==> src/rtl/input_command_parser_if.sv <==
// rtl/input_command_parser_if.sv - byte stream in, decoded LED/element register writes out
interface input_command_parser_if #(
  parameter int DATA_WIDTH    = 8,
  parameter int LED_COUNT     = 16,
  parameter int ELEMENT_COUNT = 12
);
  logic [DATA_WIDTH-1:0]    rx_data;
  logic                     rx_valid;
  logic [LED_COUNT-1:0]     led_data;
  logic                     led_update;
  logic [ELEMENT_COUNT-1:0] element_data;
  logic                     element_update;
  logic                     parse_error;
  logic                     busy;

  modport master (
    output rx_data, rx_valid,
    input  led_data, led_update, element_data, element_update, parse_error, busy
  );

  modport slave (
    input  rx_data, rx_valid,
    output led_data, led_update, element_data, element_update, parse_error, busy
  );
endinterface

==> src/rtl/input_command_parser.sv <==
// rtl/input_command_parser.sv - decodes ASCII "L<hex>"/"E<hex>" commands into register writes
module input_command_parser #(
  parameter int DATA_WIDTH    = 8,
  parameter int LED_COUNT     = 16,
  parameter int ELEMENT_COUNT = 12
) (
  input  logic clk,
  input  logic reset,
  input  logic ena,
  input_command_parser_if.slave bus
);
  localparam int LED_DIGITS  = (LED_COUNT + 3) / 4;
  localparam int ELEM_DIGITS = (ELEMENT_COUNT + 3) / 4;
  localparam int MAX_DIGITS  = (LED_DIGITS > ELEM_DIGITS) ? LED_DIGITS : ELEM_DIGITS;
  localparam int ACC_W       = 4 * MAX_DIGITS;
  localparam int CNT_W       = $clog2(MAX_DIGITS + 1);

  typedef enum logic [1:0] {S_IDLE, S_DIGITS, S_TERM, S_DISCARD} state_t;

  state_t                   state, state_n;
  logic [ACC_W-1:0]         acc, acc_n;
  logic [CNT_W-1:0]         cnt, cnt_n;
  logic                     tgt_led, tgt_led_n;
  logic [LED_COUNT-1:0]     led_q, led_n;
  logic [ELEMENT_COUNT-1:0] elem_q, elem_n;
  logic                     led_upd_q, led_upd_n;
  logic                     elem_upd_q, elem_upd_n;
  logic                     err_q, err_n;

  logic [7:0]       rx_byte;
  logic             is_term, is_space, is_l, is_e, is_hex;
  logic [3:0]       nibble;
  logic [ACC_W+3:0] acc_shift;

  assign rx_byte = bus.rx_data[7:0];

  if (DATA_WIDTH > 8) begin : g_upper
    logic unused_upper;
    assign unused_upper = ^bus.rx_data[DATA_WIDTH-1:8];
  end

  always_comb begin
    is_term  = (rx_byte == 8'h0D) || (rx_byte == 8'h0A);
    is_space = (rx_byte == 8'h20);
    is_l     = (rx_byte == 8'h4C) || (rx_byte == 8'h6C);
    is_e     = (rx_byte == 8'h45) || (rx_byte == 8'h65);
    is_hex   = 1'b0;
    nibble   = 4'h0;
    if (rx_byte >= 8'h30 && rx_byte <= 8'h39) begin
      is_hex = 1'b1;
      nibble = rx_byte[3:0];
    end else if ((rx_byte >= 8'h41 && rx_byte <= 8'h46) ||
                 (rx_byte >= 8'h61 && rx_byte <= 8'h66)) begin
      is_hex = 1'b1;
      nibble = rx_byte[3:0] + 4'd9;
    end
  end

  // Shifting through a wider vector keeps this legal even for a one-digit accumulator.
  assign acc_shift = {acc, nibble};

  always_ff @(posedge clk) begin
    if (reset) begin
      state <= S_IDLE;
    end else if (ena) begin
      state <= state_n;
    end
  end

  always_comb begin
    state_n = state;
    if (bus.rx_valid) begin
      case (state)
        S_IDLE: begin
          if (is_l || is_e) state_n = S_DIGITS;
          else if (!(is_term || is_space)) state_n = S_DISCARD;
        end
        S_DIGITS: begin
          if (is_hex) state_n = (cnt == CNT_W'(1)) ? S_TERM : S_DIGITS;
          else if (is_term) state_n = S_IDLE;
          else state_n = S_DISCARD;
        end
        S_TERM: begin
          if (is_term) state_n = S_IDLE;
          else state_n = S_DISCARD;
        end
        default: begin
          if (is_term) state_n = S_IDLE;
        end
      endcase
    end
  end

  always_comb begin
    acc_n      = acc;
    cnt_n      = cnt;
    tgt_led_n  = tgt_led;
    led_n      = led_q;
    elem_n     = elem_q;
    led_upd_n  = 1'b0;
    elem_upd_n = 1'b0;
    err_n      = 1'b0;
    if (bus.rx_valid) begin
      case (state)
        S_IDLE: begin
          if (is_l) begin
            tgt_led_n = 1'b1;
            cnt_n     = CNT_W'(LED_DIGITS);
            acc_n     = '0;
          end else if (is_e) begin
            tgt_led_n = 1'b0;
            cnt_n     = CNT_W'(ELEM_DIGITS);
            acc_n     = '0;
          end else if (!(is_term || is_space)) begin
            err_n = 1'b1;
          end
        end
        S_DIGITS: begin
          if (is_hex) begin
            acc_n = acc_shift[ACC_W-1:0];
            cnt_n = cnt - CNT_W'(1);
          end else begin
            err_n = 1'b1;
          end
        end
        S_TERM: begin
          // High bits of the first digit fall away when the width is not a nibble multiple.
          if (is_term && tgt_led) begin
            led_n     = acc[LED_COUNT-1:0];
            led_upd_n = 1'b1;
          end else if (is_term) begin
            elem_n     = acc[ELEMENT_COUNT-1:0];
            elem_upd_n = 1'b1;
          end else begin
            err_n = 1'b1;
          end
        end
        default: ;
      endcase
    end
  end

  always_ff @(posedge clk) begin
    if (reset) begin
      acc        <= '0;
      cnt        <= '0;
      tgt_led    <= 1'b0;
      led_q      <= '0;
      elem_q     <= '0;
      led_upd_q  <= 1'b0;
      elem_upd_q <= 1'b0;
      err_q      <= 1'b0;
    end else if (ena) begin
      acc        <= acc_n;
      cnt        <= cnt_n;
      tgt_led    <= tgt_led_n;
      led_q      <= led_n;
      elem_q     <= elem_n;
      led_upd_q  <= led_upd_n;
      elem_upd_q <= elem_upd_n;
      err_q      <= err_n;
    end else begin
      led_upd_q  <= 1'b0;
      elem_upd_q <= 1'b0;
      err_q      <= 1'b0;
    end
  end

  assign bus.led_data       = led_q;
  assign bus.led_update     = led_upd_q;
  assign bus.element_data   = elem_q;
  assign bus.element_update = elem_upd_q;
  assign bus.parse_error    = err_q;
  assign bus.busy           = (state != S_IDLE);
endmodule

==> src/flat_wrapper.sv <==
// flat-port wrapper written by rule: the top's interface ports become plain ports
module input_command_parser_flat 
#(
  parameter int DATA_WIDTH    = 8,
  parameter int LED_COUNT     = 16,
  parameter int ELEMENT_COUNT = 12
)
  (clk, reset, ena, bus_rx_data, bus_rx_valid, bus_led_data, bus_led_update, bus_element_data, bus_element_update, bus_parse_error, bus_busy);
  input_command_parser_if #(.DATA_WIDTH(DATA_WIDTH), .LED_COUNT(LED_COUNT), .ELEMENT_COUNT(ELEMENT_COUNT)) bus_i ();
  input  logic clk;
  input  logic reset;
  input  logic ena;
  input wire logic [$bits(bus_i.rx_data)-1:0] bus_rx_data;
  input wire logic [$bits(bus_i.rx_valid)-1:0] bus_rx_valid;
  output wire logic [$bits(bus_i.led_data)-1:0] bus_led_data;
  output wire logic [$bits(bus_i.led_update)-1:0] bus_led_update;
  output wire logic [$bits(bus_i.element_data)-1:0] bus_element_data;
  output wire logic [$bits(bus_i.element_update)-1:0] bus_element_update;
  output wire logic [$bits(bus_i.parse_error)-1:0] bus_parse_error;
  output wire logic [$bits(bus_i.busy)-1:0] bus_busy;
  assign bus_i.rx_data = bus_rx_data;
  assign bus_i.rx_valid = bus_rx_valid;
  assign bus_led_data = bus_i.led_data;
  assign bus_led_update = bus_i.led_update;
  assign bus_element_data = bus_i.element_data;
  assign bus_element_update = bus_i.element_update;
  assign bus_parse_error = bus_i.parse_error;
  assign bus_busy = bus_i.busy;
  input_command_parser #(.DATA_WIDTH(DATA_WIDTH), .LED_COUNT(LED_COUNT), .ELEMENT_COUNT(ELEMENT_COUNT)) u_core (.clk(clk), .reset(reset), .ena(ena), .bus(bus_i));
endmodule
==> config.mk <==
export PLATFORM = sky130hd
export DESIGN_NAME = input_command_parser_flat
export DESIGN_NICKNAME = d
export VERILOG_FILES = /design/src/rtl/input_command_parser_if.sv /design/src/rtl/input_command_parser.sv /design/src/flat_wrapper.sv
export SDC_FILE = /design/constraint.sdc
export NUM_CORES = 1
export LEC_CHECK = 0
export ABC_AREA = 1
export CAP_MARGIN = 20
export CORE_ASPECT_RATIO = 0.6
export CORE_MARGIN = 4
export CORE_UTILIZATION = 52
export DETAILED_ROUTE_END_ITERATION = 10
export HOLD_SLACK_MARGIN = 0.12
export PLACE_DENSITY_LB_ADDON = 0.15
export SLEW_MARGIN = 15
export SYNTH_ARGS = -nofsm -noshare
export SYNTH_HDL_FRONTEND = slang
export SYNTH_SLANG_ARGS = --single-unit
==> constraint.sdc <==
create_clock -name clk -period 1.9 [get_ports clk]
set_clock_uncertainty 0.05 [all_clocks]
set_input_delay 0.38 -clock clk [delete_from_list [all_inputs] [get_ports clk]]
set_output_delay 0.38 -clock clk [all_outputs]
set_load 0.01 [all_outputs]
==> results of run 1 <==
-- kinds of logic after synthesis --
| family | synth area share [%] |
|---|---|
| buffers and inverters | 7.90 |
| flip-flops | 42.4 |
| AO/OA/AOI/OAI | 12.3 |
| adder cells (fa/ha/maj) | 3.00 |
| XOR/XNOR | 0.700 |
| AND/OR/NAND/NOR | 33.7 |
-- layout make-up --
type,instances,area (um2)
Sequential cell,53,1060
Clock buffer,7,76.3
Inverter,26,110
Fill cell,366,1270
Multi-Input combinational cell,256,1330
Timing Repair Buffer,72,678
Tap cell,63,78.8
Clock inverter,1,7.51
-- power groups by stage --
stage	Sequential (mW)	Clock [mW]	Combinational, mW
floorplan	1.15	0	0.153
global placement	1.16	0	0.243
detailed placement	1.16	0	0.247
CTS	1.13	0.616	0.263
global route	1.13	0.660	0.312
finish	1.13	0.613	0.283
-- worst register-to-register path: stages, from the launching register on --
cell and delay, ps:
dfxtp_1 380, inv_1 80, nor2_1 290, inv_1 210
nor2_4 220, nor2_4 80, nor2_1 120, nor2_1 60
-- path summary, 6_finish.rpt --
path | start | end | slack [ps]
setup / recovery | bus_rx_data[6] | u_core.cnt[0]$_SDFFE_PP0P_ | 10
setup reg to reg | u_core.state[0]$_SDFFE_PP0P_ | u_core.cnt[1]$_SDFFE_PP0P_ | 330
hold reg to reg | u_core.acc[15]$_SDFFE_PP0P_ | u_core.acc[15]$_SDFFE_PP0P_ | 420
hold / removal | u_core.acc[15]$_SDFFE_PP0P_ | u_core.acc[15]$_SDFFE_PP0P_ | 420
-- routing by layer --
metal / track usage (%) / part of all wire [%]
met1: 30.0 / 52
met2: 28.9 / 40
met5: 0 / 0
met4: 4.73 / 0.91
met3: 4.57 / 7.4
-- synth_stat cells, drive strengths merged --
cell / instances
nand2: 72
dfxtp: 53
nand4: 1
ha: 6
nand3: 21
xor2: 2
clkbuf: 5
a21oi: 20
nor2: 96
buf: 9
o21ai: 34
nor3: 2
inv: 25
clkinv: 1
-- flip-flops by register name (all words and copies together), names as in the netlist --
signal                     flops
u_core.bus.led_data           16
u_core.acc                    16
u_core.bus.parse_error         1
u_core.bus.led_update          1
u_core.tgt_led                 1
u_core.bus.element_data       12
u_core.state                   2
u_core.bus.element_update      1
u_core.cnt                     3
-- metrics by stage --
stage / util [%] / cells / area (um2)
after CTS: 70.6 / 473 / 3260
after floorplan: - / 347 / 2500
final: 72.5 / 478 / 3340
after detailed placement: 67.4 / 463 / 3110
after global routing: 72.5 / 478 / 3340
after global placement: 67.4 / 463 / 3110
-- timing repair --
| action | 4_1_cts | 5_1_grt |
|---|---|---|
| endpoints found under the setup margin | 51 | 45 |
| gates cloned | 1 | 2 |
| endpoints found under the hold margin | 0 | 0 |
| pin swaps | 4 | 4 |
| buffers inserted | 1 | 3 |
| resized for setup | 11 | 21 |
==> impl_metrics.py, run 1 <==
metrics = {
    "run_status": {
        "status": "complete, no violations",
    },
    "finish": {
        "area_growth_pct": 33.6,
        "drive_above_1_share_pct": 22.9,
        "final_common_cell": "nor2_1",
        "layout_common_cells": "nor2_1 (85), dfxtp_1 (52), nand2_1 (51), clkdlybuf4s50_1 (40), buf_4 (24)",
        "nets": 432,
        "insertedDiodeCount": 0,
    },
    "floorplan": {
        "num_rows": 19,
        "die_h_um": 61.7,
        "start_util_pct": 54.3,
        "die_area_mm2": 0.00602,
        "coreArea_mm2": 0.00461,
        "top_level_ports": 44,
        "dieWidth_um": 97.6,
    },
    "detailed_routing": {
        "wl_per_cell_um": 12.8,
        "ant_nets": 0,
        "wirelength_mm": 6.14,
        "dr.pass1.iters": 4,
        "vias": 2385,
        "drt-initial-drc-count": 157,
        "vias_per_cell": 4.99,
        "post-route-drc-count": 0,
    },
    "yosys": {
        "syn_area_per_cell_um2": 7.21,
        "synth_area_mm2": 0.00250,
        "synth.top_cell.area_share_pct": 42.4,
        "yosys_warnings": 0,
        "synth-seq-cells": 53,
        "syn_nets": 365,
        "synthDistinctLibCells": 27,
        "netlist_instances": 347,
        "synthTopCellsByArea": "dfxtp_1 (42%), nor2_1 (14%), nand2_1 (8.1%), o21ai_0 (4.8%), nand2_2 (4.3%)",
        "synth_top_area_cell": "dfxtp_1",
        "yosysSeqAreaShare_pct": 42.4,
    },
    "sta": {
        "finalHoldViolations": 0,
        "setup_viol": 0,
        "hold_ws_ps": 418,
        "rsz0062_at_grt": "true",
        "fin_setup_tns_ps": 0,
        "worst_pin_slew_ps": 806,
        "setup_ws_ps": 12.3,
        "max_freq_mhz": 530,
        "slew_headroom_pct": 46.2,
        "period_minus_slack_ps": 1890,
        "slew_violations": 0,
        "post-route-period-util_pct": 99.4,
    },
    "clocking": {
        "numCtsBuffers": 5,
        "ctsHtreeMaxLevel": 2,
        "cts_sinks": 53,
        "clk_latency_ps": 300,
        "cts_tree": "built",
        "clk_path_buf_depth": 2,
        "path_clk_slew_ps": 90,
        "cts.hold.buffers_added": 0,
        "cts-root-buf": "clkbuf_8",
    },
    "worst_setup_path": {
        "cp_max_fo": 8,
        "slowest_delay_ps": 510,
        "cp.depth": 11,
        "path_class": "in2reg",
        "cp_slowest_cell": "clkdlybuf4s50_1",
        "r2r_cells": 7,
        "critical_path_arrival_ps": 2040,
        "cp-start-kind": "input pin",
        "critPathMostFrequentCell": "nor2_2",
        "worstPathCellList": "clkdlybuf4s50_1 > nand2_1 > nor2_2 > nand2_2 > nor2_2 > nor2_2 > nor2_4 > buf_12 > nand2_8 > o21ai_0 > nor2_1",
        "required_ps": 2050,
        "end_kind": "flop",
        "worst_path_dominant_cell_family": "simple AND/OR/NAND/NOR gates",
        "cp_num_buf_inv": 2,
    },
    "min_path": {
        "hp-class": "reg2reg",
        "holdPathStages": 2,
    },
    "job": {
        "drv_cap": 0,
    },
    "pwr": {
        "power_mw": 2.03,
        "switching_power_uw": 526,
        "leakagePower_nw": 1.31,
        "p_per_area_mw_per_mm2": 606,
        "p_clk_share_pct": 30.2,
        "p_seq_share_pct": 55.8,
        "ir_drop_uv": 564,
        "swShare_pct": 26.0,
        "pwr-share-comb_pct": 14.0,
        "p_int_mw": 1.50,
    },
    "place": {
        "post-dp-hpwl_mm": 4.54,
        "pre_cts_ws_ps": -469,
        "io_buffers": 43,
        "place_congestion": 0.857,
    },
    "global_route": {
        "grt_max_degree": 35,
        "gr-usage-all-layers_pct": 19.9,
        "grt_pass1_vias": 1972,
        "antenna_found_initial": 0,
        "overflow": 0,
        "grt_pass1_wl_mm": 9.48,
    },
}
Power figures use the tool's default switching activity.
==> run 2: changes to the inputs <==
- PLACE_DENSITY: default -> 0.79
- PLACE_DENSITY_LB_ADDON: 0.15 -> default
- SKIP_CTS_REPAIR_TIMING: default -> 1
==> impl_metrics.py, run 2 (same netlist as run 1, synthesis figures left out) <==
metrics = {
    "worst_setup_path": {
        "cp_max_fo": 6,
        "reg2reg_from": "u_core.state[0]$_SDFFE_PP0P_",
        "end_kind": "output port",
        "path_class": "reg2out",
        "critPathLaunch": "u_core.state[1]$_SDFFE_PP0P_",
        "critical_path_arrival_ps": 1420,
        "cp-start-kind": "flop",
        "required_ps": 1470,
        "r2r_slack_ps": 260,
    },
    "detailed_routing": {
        "vias_per_cell": 5.17,
        "post-route-drc-count": 0,
        "wl_per_cell_um": 14.1,
        "ant_nets": 0,
        "dr.pass1.iters": 5,
        "vias": 2472,
        "wirelength_mm": 6.73,
        "drt-initial-drc-count": 148,
    },
    "sta": {
        "worst_pin_slew_ps": 330,
        "slew_violations": 0,
        "max_freq_mhz": 540,
        "fin_setup_tns_ps": 0,
        "period_minus_slack_ps": 1850,
        "finalHoldViolations": 0,
        "post-route-period-util_pct": 97.4,
        "slew_headroom_pct": 77.9,
        "setup_viol": 0,
    },
    "floorplan": {
        "die_area_mm2": 0.00602,
        "top_level_ports": 44,
        "die_h_um": 61.7,
        "start_util_pct": 54.3,
        "num_rows": 19,
        "dieWidth_um": 97.6,
        "coreArea_mm2": 0.00461,
    },
    "clocking": {
        "cts_sinks": 53,
        "numCtsBuffers": 5,
        "clk_path_buf_depth": 2,
        "cts_tree": "built",
        "cts-root-buf": "clkbuf_8",
        "path_clk_slew_ps": 90,
        "ctsHtreeMaxLevel": 2,
        "clk_latency_ps": 310,
    },
    "pwr": {
        "p_int_mw": 1.57,
        "swShare_pct": 25.5,
        "ir_drop_uv": 418,
        "p_clk_share_pct": 32.5,
        "leakagePower_nw": 1.36,
        "pwr-share-comb_pct": 13.9,
        "p_seq_share_pct": 53.6,
        "switching_power_uw": 539,
        "p_per_area_mw_per_mm2": 622,
        "power_mw": 2.11,
    },
    "finish": {
        "final_cells": 478,
        "nets": 432,
        "insertedDiodeCount": 0,
        "area_growth_pct": 35.7,
        "layout_common_cells": "nor2_1 (87), dfxtp_1 (51), nand2_1 (50), clkdlybuf4s50_1 (39), buf_4 (25)",
        "final_common_cell": "nor2_1",
        "n_fill_cell": 342,
        "drive_above_1_share_pct": 24.1,
    },
    "global_route": {
        "use_met2_pct": 30.8,
        "overflow": 0,
        "antenna_found_initial": 0,
        "grt_pass1_wl_mm": 10.1,
        "met3_usage_pct": 5.35,
        "grt_pass1_vias": 2129,
        "gr-usage-all-layers_pct": 21.2,
        "use_met1_pct": 30.9,
        "busiest_layer": "met1",
        "grt_max_degree": 35,
    },
    "place": {
        "io_buffers": 43,
        "post-dp-hpwl_mm": 4.62,
        "place_inst": 465,
        "place_congestion": 0.867,
    },
    "min_path": {
        "min_from": "u_core.acc[15]$_SDFFE_PP0P_",
        "hp-class": "reg2reg",
    },
    "job": {
        "drv_cap": 0,
    },
    "run_status": {
        "status": "complete, no violations",
    },
}
[run 2: power by group through the flow]
stage	clock, mW	combinational [mW]	sequential [mW]
floorplan	0	0.153	1.15
global placement	0	0.244	1.16
detailed placement	0	0.249	1.16
CTS	0.695	0.250	1.13
global route	0.732	0.321	1.13
finish	0.687	0.293	1.13
[run 2: critical path: stages, from the launching register on]
cell and delay (ps):
dfxtp_4 390, nor2_1 60, inv_1 110, clkdlybuf4s50_1 560
[run 2: per-layer routing]
layer  up-vias  part of all wire (%)  wire [um]
li1       1233                     -          -
met1      1121                    47       3200
met2       107                    42       2830
met3        11                   8.9        596
met4         0                   1.5        104
met5         -                     0          0
[run 2: stage by stage]
step                      hold WS (ps)  utilization (%)  cell area, um2  setup slack, ps
after floorplan                    391                -            2500              254
after global placement             403             67.7            3120             -455
after detailed placement           406             67.7            3120             -463
after CTS                          421             69.9            3220             -145
after global routing               449             73.6            3390            -29.9
final                              417             73.6            3390             49.6
[run 2: final cells by class]
class	instances	area (um2)	share of cell area [%]
clock buffers	7	96.3	2.84
clock inverters	1	5.00	0.147
inverters	26	106	3.13
multi-input cells	256	1360	40.1
flip-flops and latches	53	1070	31.4
well taps	63	78.8	2.32
repair buffers	72	682	20.1
[run 2: worst paths after layout]
kind                                 end  cells past startpoint
min reg2reg  u_core.acc[15]$_SDFFE_PP0P_                      2
max                             bus_busy                      3
max reg2reg   u_core.acc[1]$_SDFFE_PP0P_                      8
min          u_core.acc[15]$_SDFFE_PP0P_                      2
==> run 3: changes to the inputs <==
- ABC_AREA: 1 -> default
- CORE_UTILIZATION: 52 -> 51
==> impl_metrics.py, run 3 <==
metrics = {
    "pwr": {
        "ir_drop_uv": 505,
        "leakagePower_nw": 1.42,
        "p_per_area_mw_per_mm2": 604,
    },
    "run_status": {
        "status": "finished with violations",
        "violations": "negative setup slack",
    },
    "global_route": {
        "gr-usage-all-layers_pct": 19.6,
        "grt_pass1_vias": 1808,
        "overflow": 0,
        "antenna_found_initial": 0,
        "grt_max_degree": 38,
        "grt_pass1_wl_mm": 8.59,
    },
    "finish": {
        "nets": 336,
        "final_common_cell": "dfxtp_1",
        "final_util_pct": 79.8,
        "layout_common_cells": "dfxtp_1 (51), nor2_1 (39), clkdlybuf4s50_1 (35), buf_4 (33), mux2i_1 (28)",
        "area_growth_pct": 46.8,
        "insertedDiodeCount": 0,
        "drive_above_1_share_pct": 25.7,
        "fin_area_mm2": 0.00338,
    },
    "floorplan": {
        "top_level_ports": 44,
        "coreArea_mm2": 0.00423,
        "start_util_pct": 54.4,
        "dieWidth_um": 94.7,
        "die_h_um": 60.0,
        "die_area_mm2": 0.00569,
        "num_rows": 18,
    },
    "worst_setup_path": {
        "path_class": "in2reg",
        "cp_max_fo": 7,
        "critPathMostFrequentCell": "nor3b_4",
        "worstPathCellList": "buf_2 > inv_4 > ha_4 > nor3b_4 > nor3b_4 > or2_4 > buf_12 > o21ai_4 > nor2b_4 > clkbuf_16 > a22o_1",
        "endpoint": "u_core.acc[15]$_SDFFE_PP0P_",
        "end_kind": "flop",
        "r2r-end": "u_core.acc[15]$_SDFFE_PP0P_",
        "r2r_slack_ps": 280,
        "worst_path_dominant_cell_family": "simple AND/OR/NAND/NOR gates",
        "critPathLaunch": "bus_rx_data[1]",
        "r2r_cells": 6,
        "slowest_delay_ps": 300,
        "required_ps": 2110,
        "cp_slowest_cell": "nor3b_4",
        "cp-start-kind": "input pin",
        "cp_num_buf_inv": 4,
        "critical_path_arrival_ps": 2270,
        "cp.depth": 11,
        "reg2reg_from": "u_core.state[0]$_SDFFE_PP0P_",
    },
    "sta": {
        "setup_viol": 28,
        "setup_ws_ps": -156,
        "period_minus_slack_ps": 2060,
        "hold_ws_ps": 416,
        "rsz0062_at_grt": "true",
        "worst_pin_slew_ps": 412,
        "fin_setup_tns_ps": -2200,
        "max_freq_mhz": 486,
        "slew_headroom_pct": 72.5,
        "slew_violations": 0,
        "finalHoldViolations": 0,
        "post-route-period-util_pct": 108,
    },
    "detailed_routing": {
        "wl_per_cell_um": 16.7,
        "drt-initial-drc-count": 87,
        "vias": 2065,
        "ant_nets": 0,
        "vias_per_cell": 5.45,
        "post-route-drc-count": 0,
        "dr.pass1.iters": 4,
        "wirelength_mm": 6.32,
    },
    "clocking": {
        "path_clk_slew_ps": 90,
        "cts-root-buf": "clkbuf_8",
        "ctsHtreeMaxLevel": 2,
        "cts_sinks": 53,
        "clk_path_buf_depth": 2,
        "clk_latency_ps": 310,
        "cts_tree": "built",
        "numCtsBuffers": 5,
    },
    "yosys": {
        "async_reset_ff_share_pct": 0,
        "synth_top_area_cell": "dfxtp_1",
        "synth_most_common_cell": "dfxtp_1",
        "netlist_instances": 238,
        "synthDistinctLibCells": 44,
        "synthTopCellsByCount": "dfxtp_1 (53), nor2_1 (39), mux2i_1 (29)",
        "syn_area_per_cell_um2": 9.67,
        "synth-seq-cells": 53,
        "synth_area_mm2": 0.00230,
        "yosys_warnings": 0,
        "synth-edff-count": 0,
        "synth.top_cell.area_share_pct": 46.1,
        "synth_ff_type": "dfxtp_1",
        "synthTopCellsByArea": "dfxtp_1 (46%), mux2i_1 (13%), nor2_1 (6.4%), a22o_1 (6.1%), ha_1 (3.3%)",
        "syn_nets": 256,
        "yosysSeqAreaShare_pct": 46.1,
    },
    "place": {
        "pre_cts_ws_ps": -831,
        "post-dp-hpwl_mm": 3.92,
        "place_congestion": 0.874,
        "dpl_cell_area_mm2": 0.00303,
        "io_buffers": 43,
    },
    "job": {
        "drv_cap": 0,
    },
    "min_path": {
        "hp-class": "reg2reg",
    },
}
## run 3: cells by family (layout without fill, tap and decap cells)
group                      after synthesis  in the layout  share of synthesized area [%]
muxes                                   30             30                           13.1
buffers and inverters                   22            103                           4.95
adders and majority gates                6              6                           3.26
and+or+nand+nor                         76             76                           17.4
AOI/OAI and AO/OA                       51             51                           15.2
DFF                                     53             53                           46.1
## run 3: cell type report
class / count / area, um2
multi-input cells: 163 / 1250
flip-flops and latches: 53 / 1060
repair buffers: 87 / 860
fillers: 283 / 853
clock buffers: 6 / 82.6
well taps: 60 / 75.1
inverters: 8 / 32.5
clock inverters: 2 / 13.8
## run 3: worst min path at each step
stage | start | to | slack, ps | depth (start not counted)
2_1_floorplan | u_core.cnt[1]$_SDFFE_PP0P_ | u_core.cnt[1]$_SDFFE_PP0P_ | 380 | 2
3_3_place_gp | u_core.cnt[1]$_SDFFE_PP0P_ | u_core.cnt[1]$_SDFFE_PP0P_ | 400 | 2
3_5_place_dp | u_core.cnt[1]$_SDFFE_PP0P_ | u_core.cnt[1]$_SDFFE_PP0P_ | 410 | 2
4_1_cts | u_core.cnt[1]$_SDFFE_PP0P_ | u_core.cnt[1]$_SDFFE_PP0P_ | 420 | 2
5_1_grt | u_core.acc[14]$_SDFFE_PP0P_ | u_core.acc[14]$_SDFFE_PP0P_ | 450 | 1
6_report | u_core.cnt[1]$_SDFFE_PP0P_ | u_core.cnt[1]$_SDFFE_PP0P_ | 420 | 2
## run 3: where the power goes
| part | switching (mW) | internal, mW | leakage [nW] |
|---|---|---|---|
| Clock | 0.371 | 0.296 | 0.0512 |
| Combinational | 0.120 | 0.128 | 0.938 |
| Sequential | 0.0101 | 1.12 | 0.428 |
## run 3: worst reg2reg max path: stages (launching register included)
cell and delay (ps):
dfxtp_2 410, a31oi_1 90, nor3_1 280, o21ai_4 130, nor2b_4 170, clkbuf_16 180, a22o_1 220
## run 3: layer usage
layer	share of wire, %	GRT usage [%]	routed length [um]
met4	1.2	4.93	74
met2	45	29.4	2820
met1	50	28.1	3140
met5	0	0	0
met3	4.5	5.16	287
## run 3: per-stage QoR
stage	instances	total power [mW]
after floorplan	238	1.25
after global placement	359	1.34
after detailed placement	359	1.35
after CTS	367	1.99
after global routing	379	2.12
final	379	2.04
